**config.mk**
```make
export PLATFORM = sky130hd
export DESIGN_NAME = vga_fb_arbiter
export DESIGN_NICKNAME = d
export VERILOG_FILES = /design/src/rtl/vga_pkg.sv /design/src/rtl/vga_fb_addr.sv /design/src/rtl/vga_fb_arbiter.sv
export SDC_FILE = /design/constraint.sdc
export NUM_CORES = 1
export LEC_CHECK = 0
export CORE_ASPECT_RATIO = 0.6
export CORE_MARGIN = 3
export CORE_UTILIZATION = 30
export DETAILED_ROUTE_END_ITERATION = 7
export PLACE_DENSITY = 0.54
export SKIP_LAST_GASP = 1
export SLEW_MARGIN = 10
export SYNTH_ARGS = -nofsm -noshare
export SYNTH_HDL_FRONTEND = slang
export SYNTH_SLANG_ARGS = --single-unit
```
**constraint.sdc**
```tcl
create_clock -name clk -period 5 [get_ports clk]
set_input_delay 0.75 -clock clk [delete_from_list [all_inputs] [get_ports clk]]
set_output_delay 0.75 -clock clk [all_outputs]
set_load 0.05 [all_outputs]
```
**src/rtl/vga_pkg.sv**
```systemverilog
// Shared display and framebuffer constants for the VGA scan-out path.
// The timing generator and the framebuffer arbiter both import these.
package vga_pkg;

    localparam int unsigned H_DISPLAY  = 640;
    localparam int unsigned V_DISPLAY  = 480;
    localparam int unsigned SCALE_LOG2 = 2;

    localparam int unsigned FB_W     = H_DISPLAY >> SCALE_LOG2;
    localparam int unsigned FB_H     = V_DISPLAY >> SCALE_LOG2;
    localparam int unsigned FB_DEPTH = FB_W * FB_H;
    localparam int unsigned ADDR_W   = 15;
    localparam int unsigned COLOR_W  = 8;

    typedef enum logic {
        IDLE,
        CLEAR
    } arb_state_t;

endpackage

```
**src/rtl/vga_fb_addr.sv**
```systemverilog
// Maps a screen pixel (x,y) to its 4x4-block framebuffer cell address and
// flags whether the pixel is visible and whether this cycle is a scan-out slot.
module vga_fb_addr
    import vga_pkg::*;
#(
    parameter int unsigned ADDR_W = 15
) (
    input  logic [9:0]        x,
    input  logic [9:0]        y,
    output logic [ADDR_W-1:0] addr,
    output logic              in_active,
    output logic              slot
);

    logic [ADDR_W-1:0] row;
    logic [ADDR_W-1:0] col;

    always_comb begin
        row       = ADDR_W'(y >> SCALE_LOG2);
        col       = ADDR_W'(x >> SCALE_LOG2);
        // row * 160 as row*128 + row*32
        addr      = (row << 7) + (row << 5) + col;
        in_active = (x < 10'(H_DISPLAY)) && (y < 10'(V_DISPLAY));
        slot      = in_active && (x[SCALE_LOG2-1:0] == '0);
    end

endmodule

```
**src/rtl/vga_fb_arbiter.sv**
```systemverilog
// Single-port framebuffer arbiter: guaranteed scan-out read slots, with the
// remaining cycles shared by a hardware clear engine and a valid/ready writer.
module vga_fb_arbiter
    import vga_pkg::*;
#(
    parameter int unsigned COLOR_W = 8,
    parameter int unsigned FB_W    = 160,
    parameter int unsigned FB_H    = 120,
    parameter int unsigned ADDR_W  = 15
) (
    input  logic               clk,
    input  logic               reset,
    input  logic [9:0]         x,
    input  logic [9:0]         y,
    input  logic               wr_valid,
    output logic               wr_ready,
    input  logic [ADDR_W-1:0]  wr_addr,
    input  logic [COLOR_W-1:0] wr_data,
    input  logic               clr_start,
    input  logic [COLOR_W-1:0] clr_color,
    output logic               clr_busy,
    output logic               clr_done,
    output logic [ADDR_W-1:0]  mem_addr,
    output logic               mem_we,
    output logic [COLOR_W-1:0] mem_wdata,
    input  logic [COLOR_W-1:0] mem_rdata,
    output logic [COLOR_W-1:0] pixel,
    output logic               pixel_valid
);

    localparam logic [ADDR_W-1:0] LAST_ADDR = ADDR_W'(FB_W * FB_H - 1);

    logic [ADDR_W-1:0]  scan_addr;
    logic               in_active;
    logic               slot;
    logic               free;

    arb_state_t         state;
    arb_state_t         state_next;
    logic [ADDR_W-1:0]  cnt;
    logic [ADDR_W-1:0]  cnt_next;
    logic [COLOR_W-1:0] fill_color;
    logic [COLOR_W-1:0] fill_color_next;

    logic [ADDR_W-1:0]  addr_d;
    logic               we_d;
    logic [COLOR_W-1:0] wdata_d;
    logic               done_d;

    logic [1:0]         slot_pipe;
    logic [2:0]         active_pipe;
    logic [COLOR_W-1:0] hold;

    vga_fb_addr #(
        .ADDR_W (ADDR_W)
    ) u_addr (
        .x         (x),
        .y         (y),
        .addr      (scan_addr),
        .in_active (in_active),
        .slot      (slot)
    );

    assign free = ~slot;

    always_comb begin
        state_next      = state;
        cnt_next        = cnt;
        fill_color_next = fill_color;
        wr_ready        = 1'b0;
        addr_d          = scan_addr;
        we_d            = 1'b0;
        wdata_d         = '0;
        done_d          = 1'b0;

        case (state)
            IDLE: begin
                // A clear request takes the cycle even when a write is pending.
                if (clr_start) begin
                    state_next      = CLEAR;
                    cnt_next        = '0;
                    fill_color_next = clr_color;
                end else begin
                    wr_ready = free;
                    if (wr_valid && free) begin
                        addr_d  = wr_addr;
                        wdata_d = wr_data;
                        we_d    = (wr_addr <= LAST_ADDR);
                    end
                end
            end

            CLEAR: begin
                if (free) begin
                    addr_d  = cnt;
                    wdata_d = fill_color;
                    we_d    = 1'b1;
                    if (cnt == LAST_ADDR) begin
                        state_next = IDLE;
                        done_d     = 1'b1;
                    end else begin
                        cnt_next = cnt + ADDR_W'(1);
                    end
                end
            end

            default: state_next = IDLE;
        endcase
    end

    always_ff @(posedge clk) begin
        if (reset) begin
            state       <= IDLE;
            cnt         <= '0;
            fill_color  <= '0;
            mem_addr    <= '0;
            mem_we      <= 1'b0;
            mem_wdata   <= '0;
            clr_done    <= 1'b0;
            slot_pipe   <= '0;
            active_pipe <= '0;
            hold        <= '0;
        end else begin
            state       <= state_next;
            cnt         <= cnt_next;
            fill_color  <= fill_color_next;
            mem_addr    <= addr_d;
            mem_we      <= we_d;
            mem_wdata   <= wdata_d;
            clr_done    <= done_d;
            slot_pipe   <= {slot_pipe[0], slot};
            active_pipe <= {active_pipe[1:0], in_active};
            // Read data returns two cycles after the slot decision.
            if (slot_pipe[1]) begin
                hold <= mem_rdata;
            end
        end
    end

    assign clr_busy    = (state == CLEAR);
    assign pixel_valid = active_pipe[2];
    assign pixel       = pixel_valid ? hold : '0;

endmodule

```
==> Word-level counts from Yosys, hierarchy flattened <==
Index checks and enable logic that the tools add are counted.
{ "classes": {"mux": 24, "add_sub_neg": 3, "bitwise_logic": 2, "eq_ne": 4, "n_lt_le_gt_ge": 3, "reduce_logical": 7} }
{ "op_table": {"columns": ["operator", "count"], "rows": [
  ["$mux W15", 6],
  ["$pmux W15 S2", 2],
  ["$mux W8", 4],
  ["$pmux W8 S2", 1],
  ["$add A15 B1 Y15 const B", 1],
  ["$add A15 B13 Y15", 1],
  ["$add A15 B8 Y15", 1],
  ["$eq A15 B15 Y1 const B", 1],
  ["$le A15 B15 Y1 const B", 1],
  ["$lt A10 B10 Y1 const B", 1],
  ["$lt A10 B9 Y1 const B", 1],
  ["$mux W1", 9],
  ["$ne A2 B2 Y1 const B", 3],
  ["$pmux W1 S2", 2],
  ["$logic_and A1 B1 Y1", 3],
  ["$reduce_and A3 Y1", 1],
  ["$reduce_or A3 Y1", 1],
  ["$logic_not A2 Y1", 1],
  ["$not A1 Y1", 2],
  ["$reduce_and A2 Y1", 1]
]} }
{ "word_totals": {"output_inout_bits": 36, "inputBits": 63, "regBits": 62} }

==> Logic depth before layout (Yosys ltp) <==
{ "logic_depth": {"depth_word": 8, "depth_mapped": 9} }

==> By module <==
A second synthesis with hierarchy kept.
{ "unflattened": {"hier_cells": 356, "hier_area_um2": 3342.0} }
{ "modules_own_cells": {"columns": ["mod", "cells_each", "seq_area_each_um2", "instances", "area_per_inst_um2"], "rows": [
  ["vga_fb_arbiter", 287, 1241.2, 1, 2802.7],
  ["vga_fb_addr", 69, 0.0, 1, 539.3]
]} }

==> Worst setup path before layout <==
OpenSTA, ideal clock, no wires.
{ "synth_timing": {"path_type": "input to register", "from": "in y[2]", "to": "reg mem_addr[14]", "setup_slack_ns": 2.047, "setup_time_ns": 0.127, "required_time_ns": 4.873, "stages": 9, "t_arrival_ns": 2.826, "path_cell_list": "inv_1 -> fa_1 -> inv_1 -> fa_1 -> a21oi_1 -> o211ai_1 -> o41ai_1 -> nor2_1 -> or3_1"} }
{ "synth_via": {"elab_chain_len": 8, "elab_cells_between_ends": 11, "cone_classes": "add/sub: 2; order compare: 1; mux: 4; bitwise: 1; reduce/logical: 3"} }
{ "synth_rtl": {"columns": ["item", "line_no", "text"], "rows": [
  ["start: declaration", "vga_fb_arbiter.sv:14", "input logic [9:0] y,"],
  ["branches (longest 7 deep; another with $add A15 B13 Y15)", null, null],
  ["$pmux W15 S2 *", "vga_fb_arbiter.sv:76", "case (state)"],
  ["end signal: assignment", "vga_fb_arbiter.sv:127", "mem_addr <= addr_d;"],
  ["end: declaration", "vga_fb_arbiter.sv:23", "output logic [ADDR_W-1:0] mem_addr,"]
]} }
Every way passes the cells marked *.
A chain may end at the register's enable or synchronous reset.

==> Worst setup path after layout <==
{ "layout_timing": {"from": "in y[5]", "to": "out wr_ready"} }
{ "layout_via": {"elab_chain_len": 6} }
{ "layout_rtl": {"columns": ["item", "line_no", "text"], "rows": [
  ["$lt A10 B9 Y1", "vga_fb_addr.sv:23", "in_active = (x < 10'(H_DISPLAY)) && (y < 10'(V_DISPLAY));"],
  ["$logic_and A1 B1 Y1", "vga_fb_addr.sv:23", null],
  ["$logic_and A1 B1 Y1", "vga_fb_addr.sv:24", "slot = in_active && (x[SCALE_LOG2-1:0] == '0);"],
  ["$not A1 Y1", "vga_fb_arbiter.sv:64", "assign free = ~slot;"],
  ["$mux W1", "vga_fb_arbiter.sv:79", "if (clr_start) begin"],
  ["$mux W1", "vga_fb_arbiter.sv:76", null],
  ["end: declaration", "vga_fb_arbiter.sv:16", "output logic wr_ready,"]
]} }
No other way between the ends.

==> results.md <==
- Critical path data arrival time: 2.99 ns
- Count of buffers from port buffering: 96
- Transition at the pin with the smallest max-transition slack: 1.20 ns
- Height of the chip: 83.9 um
- Antenna Cells: 0
- Type of element launching the critical path: primary input
- Worst setup path category: primary input to output port
- Share of the core filled with cells in the final layout: 0.461
- Share of the synthesized area in the top cell type: 0.409
- Critical path fanouts, max: 6
- Congestion Overflow GR: 0
- Cell variety after synth: 47
- Outcome: completed
- Gates resized, CTS repair: 0
- Syn Inst Count: between 300 and 400
- Power per Cell Area: approximately 320 nW/um^2
- Routability congestion estimate from global placement: 0.792
- Initial standard-cell utilization of the core: 0.320
- Sum of negative setup slack: 0 ns
- Data required time at the worst endpoint: 4.25 ns
- Layout cell share with drive strength beyond 1: 0.0586
- Die W: 136 um
- Net count of the finished layout: 520
- Total number of vias: between 2,000 and 3,000
- Die ar.: 11,400 um^2
- Number of post-CTS setup repair buffers: 0
- Number of antenna violations at the first check in global routing: 0
- Ports: 99
- Clock insertion delay at the later pin of the skew report: 0.32 ns
- Hold WC Path Type: register to register
- Period Utilization, post-route: 0.747
- Clock tree root driver cell: sky130_fd_sc_hd__clkbuf_16
- Async set-or-reset flop fraction in the synthesized netlist: 0
- Initial detailed-routing violation count: 246
- Global-route wire length before repair: 15.2 mm
- Worst IR Drop VDD: 172 uV
- Total nets after synthesis: around 430
- Clock-pin slew on the worst setup and hold paths: 0.05 ns
- Largest cells by area after synthesis: sky130_fd_sc_hd__dfxtp_1 (41%), sky130_fd_sc_hd__ha_1 (6.6%), sky130_fd_sc_hd__nor2_1 (5.6%)
- Part of the Yosys area used for sequential elements: 0.409
- Final max-slew violation count: 0
- EDFF count, synth: 0
- Mean instance size in the synthesized netlist: 8.73 um^2
- DP Worst Slack: 1.19 ns
- Pin count of the biggest net entering global routing: 54
- GRT Util Overall: 0.167
- Number of routed nets with antenna violations: 0
- Relative slew margins: 0.199
- Layout Skew: between 0.003 and 0.004 ns
- Clock H-tree levels: 3
- Netlist area before placement: 3040 um^2
- Detailed-route wire length per cell: 16.0 um
- Via density per instance: 4.99
- Achievable frequency: about 270 MHz
- Half-perimeter wire length after placement: between 6 and 7 mm
- Sum of routed wire length over all layers: 9.21 mm
- Final number of setup-violating endpoints: 0
- Leading register cell type out of synthesis: sky130_fd_sc_hd__dfxtp_1
- Leakage power figure: 1.63 nW
- Setup repair after global routing missed its margin: no
- Site row count: 27
- Final worst setup slack: approximately 1.3 ns
- Max Buffers Root-to-Sink: 2
- Time the worst path needs with I/O delays and setup: between 3 and 4 ns
- MaxCap Viol Count: 0
- Most area-hungry cell type in the Yosys netlist: sky130_fd_sc_hd__dfxtp_1
- Number of global-route vias before repair: 2,893
- Hold-fix buffers, CTS: 0
- Layout Area Growth over Synthesis: 44.3%
- Total clock buffers created by CTS: 9
- Kind of end point of the critical path: output port
- Clock tree sinks: 62
- Synth warnings: 0
- Post-detailed-route DRC marker count: 0
- Synth Register Bits: between 60 and 70
- First drt pass iteration count: 6
- Placeable core area: 9490 um^2
- Final hold violations: 0
- CTS tree: built
[layer usage]
layer,up-vias,GRT usage,wire (um)
li1,1459,-,-
met4,0,0.0393,100
met2,108,0.237,3640
met5,-,0,0
met1,1285,0.243,4590
met3,12,0.0548,873
[final cells by class]
type	instances	area, um^2
inverters	11	41.3
clock inverters	3	17.5
repair buffers	98	971
multi-input cells	257	1680
clock buffers	13	270
fillers	910	5110
well taps	130	163
flip-flops and latches	62	1240
[sequential cells by signal, indices dropped and copies added, names as in the netlist]
| register | count |
|---|---|
| cnt | 15 |
| mem_addr | 15 |
| fill_color | 8 |
| hold | 8 |
| mem_wdata | 8 |
| active_pipe | 3 |
| slot_pipe | 2 |
| clr_busy | 1 |
| clr_done | 1 |
| mem_we | 1 |
[through the flow]
stage,hold WS [ns],total power [mW],cells,instance area (um^2)
2_1_floorplan,0.414,0.705,348,3040
3_3_place_gp,0.416,0.825,558,4090
3_5_place_dp,0.431,0.827,558,4090
4_1_cts,0.442,1.41,574,4380
5_1_grt,0.455,1.46,574,4380
6_report,0.436,1.40,574,4380
[report_power, final]
group | leakage (nW) | internal [mW] | switching (mW)
logic | 0.984 | 0.122 | 0.169
registers | 0.506 | 0.517 | 0.0101
clock network | 0.142 | 0.374 | 0.204
total | 1.63 | 1.01 | 0.383
[path summary, 6_finish.rpt]
check | startpoint | end | slack [ns] | cells after the start
worst max-delay path | y[5] | wr_ready | 1.26 | 5
worst min-delay path | slot_pipe[0]$_SDFF_PP0_ | slot_pipe[1]$_SDFF_PP0_ | 0.44 | 1
worst max register to register | clr_busy$_SDFF_PP0_ | cnt[10]$_SDFFE_PP0P_ | 2.45 | 5
worst min register to register | slot_pipe[0]$_SDFF_PP0_ | slot_pipe[1]$_SDFF_PP0_ | 0.44 | 1
[cell usage after synthesis, drive strengths merged, types with 2 or more instances]
cell and n:
a2111oi 2, a21oi 26, a222oi 9, a22oi 10, a31oi 2, a41o 2
and2 8, and3 5, buf 6, clkbuf 12, dfxtp 62, fa 2
ha 16, inv 10, mux2i 9, nand2 28, nand2b 2, nand3 14
nand4 3, nor2 45, nor2b 7, nor3 8, o211ai 3, o21a 2
o21ai 10, o21bai 3, o31ai 8, o41ai 2, or2 2, or3 7
or4 6, xnor2 3, xor2 3
[layout by cell type (no fill, tap or decap), types with 3 or more instances in the layout]
master                            count
sky130_fd_sc_hd__clkbuf_16            9
sky130_fd_sc_hd__nand4_1              3
sky130_fd_sc_hd__nor3_1               8
sky130_fd_sc_hd__o31ai_1              8
sky130_fd_sc_hd__ha_1                16
sky130_fd_sc_hd__xor2_1               3
sky130_fd_sc_hd__and3_1               3
sky130_fd_sc_hd__or4_1                6
sky130_fd_sc_hd__clkdlybuf4s50_1     95
sky130_fd_sc_hd__a21oi_1             26
sky130_fd_sc_hd__nor2b_1              7
sky130_fd_sc_hd__mux2i_1              9
sky130_fd_sc_hd__nor2_1              45
sky130_fd_sc_hd__o21ai_0             10
sky130_fd_sc_hd__nand2_1             28
sky130_fd_sc_hd__a222oi_1             9
sky130_fd_sc_hd__dfxtp_1             62
sky130_fd_sc_hd__or3_1                7
sky130_fd_sc_hd__o211ai_1             3
sky130_fd_sc_hd__clkbuf_8             3
sky130_fd_sc_hd__inv_1               10
sky130_fd_sc_hd__a22oi_1             10
sky130_fd_sc_hd__nand3_1             14
sky130_fd_sc_hd__xnor2_1              3
sky130_fd_sc_hd__o21bai_1             3
sky130_fd_sc_hd__and2_1               8
[critical path, cell delays in order]
cell                              delay (ns)
sky130_fd_sc_hd__clkdlybuf4s50_1        0.50
sky130_fd_sc_hd__a41o_1                 0.32
sky130_fd_sc_hd__nor3_1                 0.57
sky130_fd_sc_hd__nor3_1                 0.10
sky130_fd_sc_hd__clkdlybuf4s50_1        0.73
[cells by family (layout without fill, tap and decap cells)]
logic type | Yosys count | after routing | share of synthesized area
xor+xnor | 6 | 6 | 0.0173
simple gates | 140 | 140 | 0.230
fa+ha+maj | 18 | 18 | 0.0791
buf+inv | 29 | 125 | 0.0412
mux | 9 | 9 | 0.0297
flops | 62 | 62 | 0.409
compound gates | 84 | 84 | 0.194
(Power assumes the default switching activity.)
